### src/rtl/uart_pkg.sv
// Shared UART definitions: frame state encoding, data width and bit-period helper.
// Used by uart_tx and its baud generator, and shared with uart_rx.
package uart_pkg;

    localparam int DATA_BITS = 8;

    // PARITY is only reachable when UART_TX_PARITY_EN is defined, hence 3 bits.
    typedef enum logic [2:0] {
        IDLE   = 3'd0,
        START  = 3'd1,
        DATA   = 3'd2,
        STOP   = 3'd3,
        PARITY = 3'd4
    } uart_state_e;

    function automatic int clks_per_bit(input int clock_freq, input int baud_rate);
        return clock_freq / baud_rate;
    endfunction

endpackage

### src/rtl/uart_baud_gen.sv
// Bit-period counter: bit_tick marks the last clk cycle of every serial bit.
// The count is held at zero while en is low so each frame starts on a fresh period.
module uart_baud_gen
    import uart_pkg::*;
#(
    parameter int clock_freq = 10000000,
    parameter int baud_rate  = 9600
) (
    input  logic clk,
    input  logic rst,
    input  logic en,
    output logic bit_tick
);

    localparam int CLKS_PER_BIT = clks_per_bit(clock_freq, baud_rate);
    localparam int CNT_W        = (CLKS_PER_BIT > 1) ? $clog2(CLKS_PER_BIT) : 1;
    localparam logic [CNT_W-1:0] LAST_CNT = CNT_W'(CLKS_PER_BIT - 1);

    logic [CNT_W-1:0] cnt_q;
    logic [CNT_W-1:0] cnt_d;

    assign bit_tick = en && (cnt_q == LAST_CNT);

    always_comb begin
        cnt_d = cnt_q;
        if (!en || bit_tick) begin
            cnt_d = '0;
        end else begin
            cnt_d = cnt_q + 1'b1;
        end
    end

    always_ff @(posedge clk or negedge rst) begin
        if (!rst) begin
            cnt_q <= '0;
        end else begin
            cnt_q <= cnt_d;
        end
    end

endmodule

### src/rtl/uart_tx.sv
// 8N1 UART transmitter: start bit, 8 data bits LSB first, stop bit, all outputs registered.
// Define UART_TX_PARITY_EN to insert an even-parity bit between the data and stop bits.
module uart_tx
    import uart_pkg::*;
#(
    parameter int clock_freq = 10000000,
    parameter int baud_rate  = 9600
) (
    input  logic       clk,
    input  logic       rst,
    input  logic       tx_start,
    input  logic [7:0] tx_data,
    output logic       tx,
    output logic       tx_busy,
    output logic       tx_done
);

    localparam int CLKS_PER_BIT = clks_per_bit(clock_freq, baud_rate);
    localparam int BIT_CNT_W    = $clog2(DATA_BITS);
    localparam logic [BIT_CNT_W-1:0] LAST_BIT = BIT_CNT_W'(DATA_BITS - 1);

    if (CLKS_PER_BIT < 2) begin : gen_cfg_check
        $error("uart_tx: clock_freq/baud_rate must give at least 2 clocks per bit");
    end

    uart_state_e          state_q;
    logic [DATA_BITS-1:0] shiftReg_q;
    logic [BIT_CNT_W-1:0] bitCount_q;
    logic                 tx_q;
    logic                 busy_q;
    logic                 done_q;
    logic                 bitTick;
`ifdef UART_TX_PARITY_EN
    logic                 parity_q;
`endif

    uart_baud_gen #(
        .clock_freq(clock_freq),
        .baud_rate (baud_rate)
    ) u_baud_gen (
        .clk     (clk),
        .rst     (rst),
        .en      (state_q != IDLE),
        .bit_tick(bitTick)
    );

    // tx always carries the shifter LSB during DATA, so the next bit is shiftReg_q[1].
    always_ff @(posedge clk or negedge rst) begin
        if (!rst) begin
            state_q    <= IDLE;
            shiftReg_q <= '0;
            bitCount_q <= '0;
            tx_q       <= 1'b1;
            busy_q     <= 1'b0;
            done_q     <= 1'b0;
`ifdef UART_TX_PARITY_EN
            parity_q   <= 1'b0;
`endif
        end else begin
            done_q <= 1'b0;
            case (state_q)
                IDLE: begin
                    if (tx_start) begin
                        state_q    <= START;
                        shiftReg_q <= tx_data;
                        tx_q       <= 1'b0;
                        busy_q     <= 1'b1;
`ifdef UART_TX_PARITY_EN
                        parity_q   <= ^tx_data;
`endif
                    end
                end
                START: begin
                    if (bitTick) begin
                        state_q    <= DATA;
                        bitCount_q <= '0;
                        tx_q       <= shiftReg_q[0];
                    end
                end
                DATA: begin
                    if (bitTick) begin
                        shiftReg_q <= {1'b0, shiftReg_q[DATA_BITS-1:1]};
                        bitCount_q <= bitCount_q + 1'b1;
                        if (bitCount_q == LAST_BIT) begin
`ifdef UART_TX_PARITY_EN
                            state_q <= PARITY;
                            tx_q    <= parity_q;
`else
                            state_q <= STOP;
                            tx_q    <= 1'b1;
`endif
                        end else begin
                            tx_q <= shiftReg_q[1];
                        end
                    end
                end
`ifdef UART_TX_PARITY_EN
                PARITY: begin
                    if (bitTick) begin
                        state_q <= STOP;
                        tx_q    <= 1'b1;
                    end
                end
`endif
                STOP: begin
                    if (bitTick) begin
                        state_q <= IDLE;
                        busy_q  <= 1'b0;
                        done_q  <= 1'b1;
                    end
                end
                default: begin
                    state_q <= IDLE;
                    tx_q    <= 1'b1;
                    busy_q  <= 1'b0;
                end
            endcase
        end
    end

    assign tx      = tx_q;
    assign tx_busy = busy_q;
    assign tx_done = done_q;

endmodule

### config.mk
export PLATFORM = sky130hd
export DESIGN_NAME = uart_tx
export DESIGN_NICKNAME = d
export VERILOG_FILES = /design/src/rtl/uart_pkg.sv /design/src/rtl/uart_baud_gen.sv /design/src/rtl/uart_tx.sv
export SDC_FILE = /design/constraint.sdc
export NUM_CORES = 1
export LEC_CHECK = 0
export CORE_MARGIN = 4
export CORE_UTILIZATION = 45
export CTS_CLUSTER_SIZE = 16
export DETAILED_ROUTE_END_ITERATION = 10
export PLACE_DENSITY = 0.64
export SETUP_SLACK_MARGIN = 0.3
export SYNTH_ARGS = -nofsm -noshare
export SYNTH_HDL_FRONTEND = slang
export SYNTH_HIERARCHICAL = 1
export SYNTH_SLANG_ARGS = --single-unit
### constraint.sdc
create_clock -name clk -period 3.2 [get_ports clk]
set_input_delay 0.96 -clock clk [delete_from_list [all_inputs] [get_ports clk]]
set_output_delay 0.96 -clock clk [all_outputs]
set_load 0.02 [all_outputs]
==> summary.md <==
| Metric | Value |
|---|---|
| Core Area | `3100 sq um` |
| Die X | `65.2 um` |
| Placed Cells | `185` |
| Post-synthesis sequential area ratio | `46.0%` |
| RePlAce Congestion | `0.873` |
| Cell Area, Synth | `1470 sq um` |
| IO buf count | `13` |
| Adder-Cell Fraction of Synth Area | `8.50%` |
| Tcrit/Tclk final | `76.6%` |
| Setup Viol. Count Final | `0` |
| Overflow after GRT | `0` |
| Clock Skews | `0.00389 ns` |
| Asr flop ratio synth | `100%` |
| CTS tree | `yes` |
| Synth Area in Compound Gates | `11.4%` |
| I/O pin count | `14` |
| Vias in the first global route | `998` |
| Simple logic cell fraction of the synthesized area | `15.0%` |
| Rel. slew slack | `64.9%` |
| Lkg Pwr | `0.752 nW` |
| Crit path capture type | `register` |
| Pin count of the biggest net entering global routing | `18` |
| Synth Flop Type | `dfrtp_1` |
| Total power | `0.525 mW` |
| Area Overhead vs Synth | `13.8%` |
| Hold crit path type | `register to register` |
| Fillers | `290` |
| Max FO, Critical Path | `7` |
| TritonCTS buffer count | `3` |
| Detailed Route Iter0 Violations | `58` |
| Post-synthesis mux area share | `13.6%` |
| Clk slew on worst S/H paths | `0.15 ns` |
| Total of max-cap violations | `0` |
| Fmax | `0.408 GHz` |
| Dpl cell area | `1640 sq um` |
| ANT nets after route | `0` |
| Final Util | `54.0%` |
| Clock buffer depth | `2` |
| Hold Vio Cnt, Final | `0` |
| Layout cells sized above 1 | `19.3%` |
| Hold buffers post-CTS | `0` |
| H-tree depth | `1` |
| Via Count | `1019` |
| WP data required | `3.42 ns` |
| Worst VDD drop | `0.177 mV` |
| Final min period | `2.45 ns` |
| FP Rows | `20` |
| Netlist cell types | `35` |
| #FFs+latches synth | `27` |
| Setup tns final | `0 ns` |
| Clock Root Buffer | `clkbuf_4` |
| Postcts setup bufs | `0` |
| Mapped Cells | `129` |
| Place WS | `0.524 ns` |
| Register area | `677 sq um` |
| DRC errors left | `0` |
| Largest family of logic cells by synthesized area | `simple AND/OR/NAND/NOR gates` |
| Initial antenna violation count | `0` |
| Gr usage total | `14.1%` |
| Startpoint Class | `register` |
| Non-Filler Instances | `189` |
| N_diodes | `0` |
| Final worst setup slack | `0.748 ns` |
| Chip Height | `65.2 um` |
| Status | `complete, no violations` |
| Number of flops mapped to enable cells by yosys | `0` |
| WHS | `0.508 ns` |
| # clock sinks | `27` |
| Worst-margin pin slew | `0.527 ns` |
| Via/cell ratio | `5.39` |
| Hpwl dp | `1960 um` |
| Arr. time, crit path | `2.67 ns` |
| RSZ-0062 raised after global routing | `false` |
| Clk Latency, worst-skew pair | `0.32 ns` |
| Routed wire length | `2680 um` |
| Critical path class | `register to register` |
| Die area | `4250 sq um` |
| WL/cell | `14.2 um` |
| Syn nets | `150` |
| Synthesis Warnings | `6` |
| Design Area, Final | `1680 sq um` |
| First-pass GRT wire length | `4720 um` |
| Synth Area in XOR/XNOR | `1.78%` |
| Final Max Tran Viols | `0` |
| Area of the multi-input gates | `746 sq um` |
| Final Net Count | `167` |
| Initial core utilization | `47.5%` |
| Avg Inst Size Synth | `11.4 sq um` |
| First drt pass iteration count | `4` |
| Power density over the cells | `313 nW/um^2` |
==> worst paths after layout <==
| kind | startpoint | end | slack, ns | cells past startpoint |
|---|---|---|---|---|
| min in group asynchronous | rst | tx_busy | 0.95 | 1 |
| max | state_q[0] | shiftReg_q[0] | 0.75 | 8 |
| max in group asynchronous | rst | shiftReg_q[7] | 1.63 | 2 |
| min | u_baud_gen/cnt_q[0] | u_baud_gen/cnt_q[0] | 0.51 | 1 |
| min reg2reg | u_baud_gen/cnt_q[0] | u_baud_gen/cnt_q[0] | 0.51 | 1 |
| max reg2reg | state_q[0] | shiftReg_q[0] | 0.75 | 8 |
==> flip-flops by register name, indices dropped and copies added, names as in the netlist <==
register,flops
shiftReg_q,8
tx_done,1
tx,1
state_q,2
u_baud_gen/cnt_q,11
bitCount_q,3
tx_busy,1
==> area by class of cell <==
type / count / share of cell area, %
clock buffers: 4 / 1.57
flip-flops and latches: 27 / 40.4
well taps: 44 / 3.29
inverters: 9 / 2.02
repair buffers: 14 / 8.22
multi-input cells: 91 / 44.5
==> where the power goes <==
group / switching [mW] / internal (mW)
Sequential: 0.00222 / 0.346
Combinational: 0.0107 / 0.0178
Clock: 0.0993 / 0.0487
==> cell families (layout without fill, tap and decap cells) <==
group	after synthesis	count (layout)
buf+inv	11	27
compound gates	24	24
simple gates	36	36
mux	18	18
fa+ha+maj	10	10
flops	27	27
xor+xnor	3	3
==> cells in the final DEF (no fill, tap or decap), types with 2 or more instances in the layout <==
cell type,n
dfrtp_1,26
mux2_2,16
clkdlybuf4s50_1,13
ha_1,10
inv_1,9
a21oi_1,7
o21ai_0,6
nor2_1,6
nand2_1,5
nand4_1,3
clkbuf_4,3
nand3_1,3
o31ai_1,3
or4_1,3
or3_1,3
and2_1,2
mux2i_1,2
a22o_1,2
nand2b_1,2
a31oi_1,2
xor2_1,2
==> per-layer routing <==
metal	wire length [um]	up-vias	share of wire [%]	track usage [%]
li1	-	500	-	-
met1	1320	501	49	20.7
met2	1250	14	47	21.2
met3	77	4	2.9	2.39
met4	27	0	1.0	3.89
met5	0	-	0	0
==> critical path, cell delays in order (launching register included) <==
cell,delay [ns]
dfrtp_1,0.45
inv_1,0.10
ha_1,0.27
inv_1,0.15
inv_1,0.07
nor4_2,0.47
mux2i_1,0.23
nor2_4,0.24
mux2_2,0.36
==> synthesized netlist by cell type, types with 2 or more instances <==
cell | number | area, sq um
or3_1 | 3 | 18.8
mux2i_1 | 2 | 20.0
mux2_2 | 16 | 180
buf_6 | 2 | 22.5
nand4_1 | 3 | 18.8
o31ai_1 | 3 | 22.5
a31oi_1 | 2 | 12.5
a21oi_1 | 7 | 35.0
dfrtp_1 | 26 | 651
a22o_1 | 2 | 17.5
o21ai_0 | 6 | 30.0
nand3_1 | 3 | 15.0
nand2_1 | 5 | 18.8
ha_1 | 10 | 125
and2_1 | 2 | 12.5
or4_1 | 3 | 22.5
inv_1 | 9 | 33.8
xor2_1 | 2 | 17.5
nor2_1 | 6 | 22.5
nand2b_1 | 2 | 12.5
==> what timing repair did <==
action,in CTS,in global routing
resized for setup,0,1
endpoints found under the setup margin,0,8
endpoints found under the hold margin,0,0
Power figures use the tool's default switching activity.
